$ cat src/rtl/config_loader_pkg.sv
// Shared FSM state type and CRC constants for the configuration chain loader.
// The readback CRC is only built when CFG_READBACK_CRC_EN is defined.
package config_loader_pkg;

    typedef enum logic [1:0] {
        IDLE  = 2'd0,
        FETCH = 2'd1,
        SHIFT = 2'd2,
        DONE  = 2'd3
    } state_t;

    localparam logic [15:0] CRC_POLY = 16'h1021;
    localparam logic [15:0] CRC_INIT = 16'hFFFF;

endpackage

$ cat src/rtl/crc16_serial.sv
// Bit-serial CRC-16/CCITT (poly 0x1021, MSB first, no reflection, no final XOR).
// Used by config_chain_loader only when CFG_READBACK_CRC_EN is defined.
module crc16_serial
    import config_loader_pkg::*;
(
    input  logic        clk,
    input  logic        rst_n,
    input  logic        clr,
    input  logic        en,
    input  logic        bit_in,
    output logic [15:0] crc
);

    logic feedback;

    assign feedback = crc[15] ^ bit_in;

    // clr takes priority so a new load always starts from the seed value
    always_ff @(posedge clk or negedge rst_n) begin
        if (!rst_n) begin
            crc <= 16'h0000;
        end else if (clr) begin
            crc <= CRC_INIT;
        end else if (en) begin
            crc <= {crc[14:0], 1'b0} ^ (feedback ? CRC_POLY : 16'h0000);
        end
    end

endmodule

$ cat src/rtl/config_chain_loader.sv
// Head-of-chain serial configuration loader: shifts total_bits bits, MSB first, onto the chain.
// Define CFG_READBACK_CRC_EN to build a CRC over the bits returning on cfg_tail.
module config_chain_loader
    import config_loader_pkg::*;
#(
    parameter int WORD_W = 32,
    parameter int CNT_W  = 16
) (
    input  logic              Config_Clock,
    input  logic              Config_Reset,
    input  logic              start,
    input  logic [CNT_W-1:0]  total_bits,
    input  logic              abort,
    input  logic [WORD_W-1:0] s_data,
    input  logic              s_valid,
    output logic              s_ready,
    output logic              cfg_bit,
    output logic              cfg_en,
    input  logic              cfg_tail,
    output logic              busy,
    output logic              done,
    output logic [15:0]       readback_crc
);

    localparam int WL_W = $clog2(WORD_W + 1);

    state_t            state, state_next;
    logic [CNT_W-1:0]  remaining;
    logic [CNT_W-1:0]  rem_dec;
    logic [WL_W-1:0]   word_left;
    logic [WORD_W-1:0] shreg;
    logic [WORD_W-1:0] buf_data;
    logic              buf_full;
    logic              more_words;
    logic              last_bit;
    logic              load_buf;
    logic              load_direct;
    logic              kill;

    function automatic logic [WL_W-1:0] word_len(input logic [CNT_W-1:0] bits);
        if (bits >= CNT_W'(WORD_W)) return WL_W'(WORD_W);
        return WL_W'(bits);
    endfunction

    assign rem_dec    = remaining - CNT_W'(1);
    assign more_words = remaining > CNT_W'(word_left);
    assign last_bit   = (word_left == WL_W'(1));
    assign kill       = abort && (state != IDLE);

    always_ff @(posedge Config_Clock or negedge Config_Reset) begin
        if (!Config_Reset) begin
            state <= IDLE;
        end else begin
            state <= state_next;
        end
    end

    // On the last bit of a word the next word comes from the buffer, or straight
    // from the handshake if it lands in that same cycle, so the stream stays gap-free.
    always_comb begin
        state_next  = state;
        s_ready     = 1'b0;
        cfg_en      = 1'b0;
        cfg_bit     = 1'b0;
        busy        = (state != IDLE);
        done        = 1'b0;
        load_buf    = 1'b0;
        load_direct = 1'b0;
        case (state)
            IDLE: begin
                if (start) begin
                    state_next = (total_bits == '0) ? DONE : FETCH;
                end
            end
            FETCH: begin
                s_ready = 1'b1;
                if (s_valid) state_next = SHIFT;
            end
            SHIFT: begin
                cfg_en  = 1'b1;
                cfg_bit = shreg[WORD_W-1];
                s_ready = !buf_full && more_words;
                if (last_bit) begin
                    if (remaining == CNT_W'(1)) begin
                        state_next = DONE;
                    end else if (buf_full) begin
                        load_buf = 1'b1;
                    end else if (s_valid) begin
                        load_direct = 1'b1;
                    end else begin
                        state_next = FETCH;
                    end
                end
            end
            DONE: begin
                done       = !abort;
                state_next = IDLE;
            end
            default: state_next = IDLE;
        endcase
        if (kill) state_next = IDLE;
    end

    always_ff @(posedge Config_Clock or negedge Config_Reset) begin
        if (!Config_Reset) begin
            remaining <= '0;
            word_left <= '0;
            shreg     <= '0;
            buf_data  <= '0;
            buf_full  <= 1'b0;
        end else if (kill) begin
            buf_full <= 1'b0;
        end else begin
            case (state)
                IDLE: begin
                    if (start) remaining <= total_bits;
                end
                FETCH: begin
                    if (s_valid) begin
                        shreg     <= s_data;
                        word_left <= word_len(remaining);
                    end
                end
                SHIFT: begin
                    remaining <= rem_dec;
                    word_left <= word_left - WL_W'(1);
                    shreg     <= {shreg[WORD_W-2:0], 1'b0};
                    if (load_buf) begin
                        shreg     <= buf_data;
                        buf_full  <= 1'b0;
                        word_left <= word_len(rem_dec);
                    end else if (load_direct) begin
                        shreg     <= s_data;
                        word_left <= word_len(rem_dec);
                    end else if (s_valid && s_ready) begin
                        buf_data <= s_data;
                        buf_full <= 1'b1;
                    end
                end
                default: ;
            endcase
        end
    end

`ifdef CFG_READBACK_CRC_EN
    crc16_serial u_crc (
        .clk    (Config_Clock),
        .rst_n  (Config_Reset),
        .clr    ((state == IDLE) && start),
        .en     (cfg_en),
        .bit_in (cfg_tail),
        .crc    (readback_crc)
    );
`else
    logic unused_tail;
    assign unused_tail  = cfg_tail;
    assign readback_crc = 16'h0000;
`endif

endmodule
$ cat config.mk
export PLATFORM = sky130hd
export DESIGN_NAME = config_chain_loader
export DESIGN_NICKNAME = d
export VERILOG_FILES = /design/src/rtl/config_loader_pkg.sv /design/src/rtl/crc16_serial.sv /design/src/rtl/config_chain_loader.sv
export SDC_FILE = /design/constraint.sdc
export NUM_CORES = 1
export LEC_CHECK = 0
export BUFFER_PORTS_ARGS = -buffer_cell sky130_fd_sc_hd__buf_2
export CORE_MARGIN = 5
export CORE_UTILIZATION = 50
export DETAILED_ROUTE_END_ITERATION = 6
export PLACE_DENSITY_LB_ADDON = 0.3
export REMOVE_ABC_BUFFERS = 1
export SLEW_MARGIN = 20
export SYNTH_ARGS = -nofsm -noshare
export SYNTH_HDL_FRONTEND = slang
export SYNTH_SLANG_ARGS = --single-unit
$ cat constraint.sdc
create_clock -name Config_Clock -period 3.8 [get_ports Config_Clock]
set_input_delay 0.19 -clock Config_Clock [delete_from_list [all_inputs] [get_ports Config_Clock]]
set_output_delay 0.19 -clock Config_Clock [all_outputs]
set_load 0.01 [all_outputs]
==> run_results.csv <==
group,metric,value,unit
place,placed_area,0.00584,mm2
detailed_routing,drt-pass1-iter-count,5,
clock_tree,cts_buffer_depth,2,
logic_synthesis,ys_warn_count,0,
clock_tree,cts-root-buf,"clkbuf_8",
die,die_w,116,um
flow_run,cap_violations,0,
power,ir_drop,406,uV
place,dp_hpwl,9220,um
grt,grt_max_degree,72,
detailed_routing,wirelength,14000,um
clock_tree,post_cts_buffers,0,
setup_path,critPathMaxFanout,32,
clock_tree,worstSkewPairLatency,0.38,ns
die,num_io_pins,75,
detailed_routing,wl_per_cell,17.4,um
die,row_count,38,
finish,nets,724,
timing,finalHoldViolations,0,
die,die_h,116,um
place,detailedPlace.worstSlack,0.711,ns
logic_synthesis,ys.flop_type,"dfrtp_1",
timing,skew,0.00926,ns
detailed_routing,drtAntennaViolNets,0,
power,p_total,4.74,mW
timing,fmax,314,MHz
logic_synthesis,netlist_area,0.00558,mm2
finish,multi_input_area,0.00299,mm2
finish,diodes,0,
setup_path,crit_chain,"ha_1, a21oi_1, nand2_1, a2111oi_0, o22ai_1, nand4_1, buf_4, mux2_2",
logic_synthesis,ys_top_cells_by_area,"dfrtp_1 (40%), mux2_2 (6.7%), o21ai_0 (6.5%)",
setup_path,crit_required,4.07,ns
logic_synthesis,synth_seq_cells,89,
timing,relSlewSlack,39.7,%
setup_path,cp_slowest_stage_delay,0.70,ns
logic_synthesis,yosysSeqAreaShare,39.9,%
finish,syn_to_final_growth,8.89,%
place,gp_congestion,0.847,
setup_path,endpoint_kind,"flop",
setup_path,crit_start,"remaining[2]",
grt,grt_remaining_overflow,0,
setup_path,cp.arrival,3.46,ns
outcome,status,"complete, no violations",
logic_synthesis,synth_top_area_share,39.9,%
timing,setup_viol,0,
logic_synthesis,yosysUniqueCellTypes,64,
finish,final_common_cell,"dfrtp_1",
die,core_area,0.0109,mm2
finish,postLayoutCellArea,0.00607,mm2
detailed_routing,drt-initial-drc-count,338,
die,die_area,0.0134,mm2
logic_synthesis,avgSynthCellArea,8.86,um2
setup_path,critPathKind,"reg2reg",
finish,drive_gt1_share,20.3,%
min_path,min_from,"s_data[30]",
min_path,min_path_type,"in2reg",
finish,seq_area,0.00223,mm2
logic_synthesis,synth_cells,629,
setup_path,regToRegStartpoint,"remaining[2]",
die,initial_core_util,51.2,%
detailed_routing,viasPerCell,6.13,
clock_tree,ctsHoldBuffers,1,
grt,grt_pass1_vias,4856,
timing,tns,0,ns
logic_synthesis,synth_edf_count,0,
power,leakage,2.59,nW
detailed_routing,dr_total_vias,4909,
grt,grt_pass1_wl,23400,um
timing,worst_slack,0.615,ns
grt,track_usage,21.8,%
detailed_routing,drc,0,
timing,min_period,3.19,ns
logic_synthesis,async_flop_share,100,%
timing,drv_slew,0,
power,power.density,781,mW/mm2
finish,layout_common_cells,"dfrtp_1 (89), nand2_1 (88), o21ai_0 (71)",
setup_path,critPathLaunchType,"flop",
timing,hold_ws,0.0308,ns
clock_tree,clock_sinks,89,
finish,final_util,55.8,%
setup_path,crit_slowest_cell,"a2111oi_0",
clock_tree,cts_max_level,3,
clock_tree,numCtsBuffers,9,
timing,rsz0062_at_grt,"false",
timing,finalCritPeriodShare,83.8,%
place,port_buffers,57,
finish,instances_no_fill,801,
clock_tree,tritoncts,"yes",
grt,antenna_found_initial,0,
timing,tightestPinTransition,0.905,ns
logic_synthesis,yosysTopAreaCell,"dfrtp_1",
clock_tree,cts.repair.resized,0,
finish,fill_cells,1008,
place,dp.cells,784,
clock_tree,clk_pin_slew_worst_paths,0.10,ns
==> worst paths after layout <==
path / cells past startpoint / slack (ns) / endpoint
worst max-delay path: 8 / 0.61 / buf_data[10]
worst min-delay path: 2 / 0.03 / shreg[30]
worst max register to register: 8 / 0.61 / buf_data[10]
worst min register to register: 2 / 0.49 / shreg[1]
max in group asynchronous: 3 / 2.50 / remaining[7]
min in group asynchronous: 2 / 0.45 / remaining[9]
==> final cells by class <==
type / count / share of cell area, %
clock buffer: 9 / 2.04
clock inverter: 7 / 1.63
multi-input combinational: 467 / 49.2
sequential: 89 / 36.7
timing repair buffer: 70 / 6.39
inverter: 19 / 1.17
tap: 140 / 2.89
==> cells in the mapped netlist, types with 6 or more instances <==
library cell,count
nor4_1,9
nand2_1,88
nor3_1,6
buf_4,16
ha_1,14
inv_1,18
dfrtp_1,89
nor2_1,32
nand3_1,7
a221oi_1,33
o22ai_1,14
clkbuf_1,34
o21ai_0,72
o2bb2ai_1,10
a21oi_1,39
buf_2,11
mux2_2,33
==> critical path: cells and delay by family, from the launching register on <==
kind	cells	cell delay (ns)
AOI/OAI and AO/OA	3	1.05
DFF	1	0.65
buffers and inverters	1	0.40
muxes	1	0.39
adders and majority gates	1	0.35
and+or+nand+nor	2	0.22
==> kinds of logic after synthesis <==
kind of cell	after synthesis	share of synthesized area (%)
and+or+nand+nor	184	16.2
xor gates and xnor gates	5	0.785
adders and majority gates	14	3.14
AOI/OAI and AO/OA	212	25.1
other	1	0.0673
DFF	89	39.9
buffers and inverters	88	7.54
muxes	36	7.20
==> sequential cells by signal, indices dropped and copies added (netlist names) <==
register and cells:
word_left 6, buf_full 1, buf_data 32, remaining 16, state 2, shreg 32
==> power by group <==
part	switching [mW]	leakage [nW]	internal (mW)
clock	0.370	0.116	0.377
sequential	0.456	1.10	1.40
combinational	1.21	1.37	0.927
==> layer usage <==
layer  wire (um)  track usage, %  vias up
met3         919            4.33       19
met2        6560            35.3      191
met1        6260            29.3     2367
met4         221            7.28        0
met5           0               0        -
li1            -               -     2332
No activity file was read; power rests on OpenSTA's default activity.
